===== src/rtl/alu_logic_pipe_if.sv =====
// alu_logic_pipe_if: operand request and result response channels of the logic pipe
interface alu_logic_pipe_if #(
    parameter int WIDTH = 32,
    parameter int TAGW  = 5
);
    logic             in_valid;
    logic             in_ready;
    logic [1:0]       op;
    logic [WIDTH-1:0] a;
    logic [WIDTH-1:0] b;
    logic [TAGW-1:0]  in_tag;
    logic             out_valid;
    logic             out_ready;
    logic [WIDTH-1:0] result;
    logic             zero;
    logic [TAGW-1:0]  out_tag;

    modport master (
        output in_valid, op, a, b, in_tag, out_ready,
        input  in_ready, out_valid, result, zero, out_tag
    );

    modport slave (
        input  in_valid, op, a, b, in_tag, out_ready,
        output in_ready, out_valid, result, zero, out_tag
    );
endinterface


===== src/rtl/alu_logic_pipe.sv =====
// alu_logic_pipe: two-stage AND/OR/XOR/NOR unit with valid/ready on both sides
module alu_logic_pipe #(
    parameter int WIDTH = 32,
    parameter int TAGW  = 5
) (
    input  logic        clk,
    input  logic        rst_n,
    alu_logic_pipe_if.slave io,
    output logic [31:0] op_count
);
    logic             live;
    logic             s1_valid, s2_valid, s2_zero;
    logic [1:0]       s1_op;
    logic [WIDTH-1:0] s1_a, s1_b, s2_res, comp;
    logic [TAGW-1:0]  s1_tag, s2_tag;
    logic [31:0]      cnt;
    logic             s2_free, s1_adv, s1_load, out_fire;

    // live holds in_ready low until the first clock after reset release
    always_comb begin
        s2_free  = !s2_valid || io.out_ready;
        s1_adv   = s1_valid && s2_free;
        s1_load  = live && (!s1_valid || s2_free);
        out_fire = s2_valid && io.out_ready;
        comp     = s1_op == 2'b00 ? s1_a & s1_b :
                   s1_op == 2'b01 ? s1_a | s1_b :
                   s1_op == 2'b10 ? s1_a ^ s1_b : ~(s1_a | s1_b);
    end

    always_ff @(posedge clk or negedge rst_n) begin
        if (!rst_n) begin
            live     <= 1'b0;
            s1_valid <= 1'b0;
            s1_op    <= '0;
            s1_a     <= '0;
            s1_b     <= '0;
            s1_tag   <= '0;
        end else begin
            live <= 1'b1;
            if (s1_load) s1_valid <= io.in_valid;
            if (s1_load && io.in_valid) begin
                s1_op  <= io.op;
                s1_a   <= io.a;
                s1_b   <= io.b;
                s1_tag <= io.in_tag;
            end
        end
    end

    always_ff @(posedge clk or negedge rst_n) begin
        if (!rst_n) begin
            s2_valid <= 1'b0;
            s2_res   <= '0;
            s2_zero  <= 1'b0;
            s2_tag   <= '0;
            cnt      <= '0;
        end else begin
            if (s2_free) s2_valid <= s1_valid;
            if (s1_adv) begin
                s2_res  <= comp;
                s2_zero <= comp == '0;
                s2_tag  <= s1_tag;
            end
            if (out_fire) cnt <= cnt + 32'd1;
        end
    end

    assign io.in_ready  = s1_load;
    assign io.out_valid = s2_valid;
    assign io.result    = s2_res;
    assign io.zero      = s2_zero;
    assign io.out_tag   = s2_tag;
    assign op_count     = cnt;
endmodule


===== src/flat_wrapper.sv =====
// flat-port wrapper written by rule: the top's interface ports become plain ports
module alu_logic_pipe_flat 
#(
    parameter int WIDTH = 32,
    parameter int TAGW  = 5
)
  (clk, rst_n, op_count, io_in_valid, io_op, io_a, io_b, io_in_tag, io_out_ready, io_in_ready, io_out_valid, io_result, io_zero, io_out_tag);
  alu_logic_pipe_if #(.WIDTH(WIDTH), .TAGW(TAGW)) io_i ();
  input  logic clk;
  input  logic rst_n;
  output logic [31:0] op_count;
  input wire logic [$bits(io_i.in_valid)-1:0] io_in_valid;
  input wire logic [$bits(io_i.op)-1:0] io_op;
  input wire logic [$bits(io_i.a)-1:0] io_a;
  input wire logic [$bits(io_i.b)-1:0] io_b;
  input wire logic [$bits(io_i.in_tag)-1:0] io_in_tag;
  input wire logic [$bits(io_i.out_ready)-1:0] io_out_ready;
  output wire logic [$bits(io_i.in_ready)-1:0] io_in_ready;
  output wire logic [$bits(io_i.out_valid)-1:0] io_out_valid;
  output wire logic [$bits(io_i.result)-1:0] io_result;
  output wire logic [$bits(io_i.zero)-1:0] io_zero;
  output wire logic [$bits(io_i.out_tag)-1:0] io_out_tag;
  assign io_i.in_valid = io_in_valid;
  assign io_i.op = io_op;
  assign io_i.a = io_a;
  assign io_i.b = io_b;
  assign io_i.in_tag = io_in_tag;
  assign io_i.out_ready = io_out_ready;
  assign io_in_ready = io_i.in_ready;
  assign io_out_valid = io_i.out_valid;
  assign io_result = io_i.result;
  assign io_zero = io_i.zero;
  assign io_out_tag = io_i.out_tag;
  alu_logic_pipe #(.WIDTH(WIDTH), .TAGW(TAGW)) u_core (.clk(clk), .rst_n(rst_n), .io(io_i), .op_count(op_count));
endmodule

===== config.mk =====
export PLATFORM = sky130hd
export DESIGN_NAME = alu_logic_pipe_flat
export DESIGN_NICKNAME = d
export VERILOG_FILES = /design/src/rtl/alu_logic_pipe_if.sv /design/src/rtl/alu_logic_pipe.sv /design/src/flat_wrapper.sv
export SDC_FILE = /design/constraint.sdc
export NUM_CORES = 1
export LEC_CHECK = 0
export ABC_AREA = 1
export ABC_CLOCK_PERIOD_IN_PS = 1800
export CAP_MARGIN = 0
export CORE_ASPECT_RATIO = 1.1
export CORE_MARGIN = 2
export CORE_UTILIZATION = 54
export DETAILED_ROUTE_END_ITERATION = 10
export PLACE_DENSITY = 0.9
export REMOVE_ABC_BUFFERS = 1
export SLEW_MARGIN = 10
export SYNTH_ARGS = -nofsm -noshare
export SYNTH_HDL_FRONTEND = slang
export SYNTH_SLANG_ARGS = --single-unit

===== constraint.sdc =====
create_clock -name clk -period 1.8 [get_ports clk]
set_input_delay 0.18 -clock clk [delete_from_list [all_inputs] [get_ports clk]]
set_output_delay 0.18 -clock clk [all_outputs]
set_load 0.01 [all_outputs]

==> qor.yml <==
floorplan:
  rows: 47
  die_x_um: 122
  num_io_pins: 147
  die_h_um: 133
  die-area_um2: 16200
  floorplan.initialDensity: 0.549
  core-area_um2: 15000
clock_tree:
  cts-buffers-inserted: 17
  clock-sinks: 144
  tritoncts: "done"
  clk_path_buf_depth: 2
  insertion_delay_ns: 0.43
  h-tree-depth: 4
  cts_root_buf: "clkbuf_16"
  clk_pin_slew_ns: 0.06
cells_and_area:
  drive_gt1_frac: 0.115
  fill_cells: 987
  regArea_um2: 3600
  antennaDiodeCount: 0
  area.growth.synth_to_final_pct: 34.3
  multi_input_area_um2: 4150
  nNetsFinal: 1334
  mostFrequentLayoutCells: "192 x nand2_1, 152 x nor2_1, 144 x clkdlybuf4s50_1"
  final_common_cell: "nand2_1"
timing:
  timing.setup.tns_ns: 0
  fin_crit_ns: 1.79
  fin_ws_ns: 0.00619
  timing.final.crit_share: 0.997
  hold_viol: 0
  rsz0062_at_grt: "true"
  maxSlewViolCount: 0
  setup_viol: 0
  fmax_mhz: 557
  skew_ns: 0.00783
drt:
  drtAntennaViolNets: 0
  num_vias: 7345
  routed_wl_mm: 22.0
  drcViolationCount: 0
  wl_per_cell_um: 16.1
  drtPass1Iterations: 5
  drt_iter0_markers: 509
  via_per_inst: 5.37
global_routing:
  grt_first_pass_wirelength_mm: 33.8
  grt.total_usage: 0.264
  grt_pass1_vias: 7240
  grt_overflow: 0
  grt_max_degree: 49
  antenna_found_initial: 0
setup_path:
  start_kind: "flop"
  crit_arrival_ns: 2.10
  path_max_fanout: 4
  crit_path_end_kind: "flop"
  ff2ff_setup_slack_ns: 0.006
  critical_path_required_ns: 2.11
  crit_type: "flop to flop"
synthesis:
  yosysSeqAreaShare: 0.438
  synth_area_leader_cell: "dfrtp_1"
  synth_top_area_frac: 0.438
  synth-edff-count: 0
  synthFlopType: "dfrtp_1"
  yosysWarnings: 0
  avgSynthCellArea_um2: 8.43
  synth_area_um2: 8230
  syn_inst: 976
  synth_cell_types: 30
  ys_ff_latch: 144
  async_flop_share: 1.00
  synth_area_leaders: "dfrtp_1 44%, ha_1 15%, nand2_1 8.9%"
pwr:
  cellLeakagePower_uw: 0.00564
  pwr_density_cell_nw_per_um2: 1110
  peakVddDrop_mv: 0.688
place:
  gp_congestion: 0.868
  place_ws_ns: -0.127
  place_hpwl_mm: 14.7
  io_buffer_count: 146
min_path:
  worstHoldPathType: "input pin to asynchronous set/reset pin"
run_status:
  outcome: "complete, no violations"
run:
  maxCapViolCount: 0
-- synth_stat cells, types with 7 or more instances --
cell type and number:
nand2_1 194, nor3_1 8, buf_2 29, o21ai_0 33, xnor2_1 15, nand3_1 15
nor2_1 158, xor2_1 15, inv_1 104, clkbuf_1 7, ha_1 97, a21oi_1 74
nand4_1 8, a21boi_1 19, nand3b_1 26, dfrtp_1 144
-- kinds of logic (layout without fill, tap and decap cells) --
kind of cell,count (synthesis),after routing,synth area share
and+or+nand+nor,423,423,0.217
buffers and inverters,145,342,0.0722
DFF,144,144,0.438
AOI/OAI and AO/OA,131,131,0.0862
adders and majority gates,97,97,0.148
xor gates and xnor gates,30,30,0.0319
muxes,5,5,0.00684
other,1,1,0.000456
-- state kept, by name, summed over array words and instances (netlist names) --
register and flops:
u_core.s1_valid 1, u_core.op_count 32, u_core.s1_op 2, u_core.io.zero 1, u_core.io.out_valid 1, u_core.live 1
u_core.s1_tag 5, u_core.io.result 32, u_core.io.out_tag 5, u_core.s1_a 32, u_core.s1_b 32
-- stage by stage --
stage / utilization / std cells / hold slack [ns] / area, um2 / total power (uW)
5_1_grt: 0.737 / 1369 / 0.280 / 11000 / 12800
3_5_place_dp: 0.682 / 1325 / 0.146 / 10200 / 8460
3_3_place_gp: 0.682 / 1325 / 0.133 / 10200 / 8270
2_1_floorplan: - / 938 / -0.116 / 8040 / 6400
4_1_cts: 0.720 / 1356 / 0.258 / 10800 / 11900
6_report: 0.737 / 1369 / 0.252 / 11000 / 12200
-- metal layers --
metal	share of wire	up-vias	global-route usage	wire length (um)
met3	0.057	87	0.0441	1250
met1	0.39	3485	0.309	8480
li1	-	3434	-	-
met2	0.51	339	0.463	11300
met5	0	-	0	0
met4	0.045	0	0.139	987
-- report_power, final --
group	total [uW]	switching (uW)	internal, uW
registers	4490	537	3950
clock network	3330	1310	2020
logic	4390	2290	2090
-- worst max-delay path: stages (launching register included) --
cell and delay, ns:
dfrtp_1 0.40, ha_2 0.23, nand3_2 0.11, nor2_2 0.17
nand2_1 0.11, nor2_2 0.16, nand4_1 0.19, buf_4 0.20
xnor2_1 0.11
-- final timing paths --
| kind | from | end | cells past startpoint |
|---|---|---|---|
| min | rst_n | u_core.s1_a[27] | 2 |
| max | u_core.op_count[0] | u_core.op_count[22] | 8 |
| min in group clk | io_a[3] | u_core.s1_a[3] | 3 |
| max in group asynchronous | rst_n | u_core.op_count[0] | 3 |
| min reg2reg | u_core.s1_tag[1] | u_core.io.out_tag[1] | 2 |
| max reg2reg | u_core.op_count[0] | u_core.op_count[22] | 8 |
-- layout make-up --
type | instances | share of cell area
timing repair buffer | 205 | 0.188
tap | 196 | 0.0222
sequential | 144 | 0.326
clock inverter | 6 | 0.00521
inverter | 107 | 0.0375
multi-input combinational | 687 | 0.376
clock buffer | 24 | 0.0445
-- what timing repair did --
item                                    CTS  global route
setup buffers                             0            13
endpoints found under the setup margin    3            12
hold buffers                              1             0
endpoints found under the hold margin    42             0
resized for setup                         6            41
pin swaps                                 0            21
No activity file was read; power rests on OpenSTA's default activity.
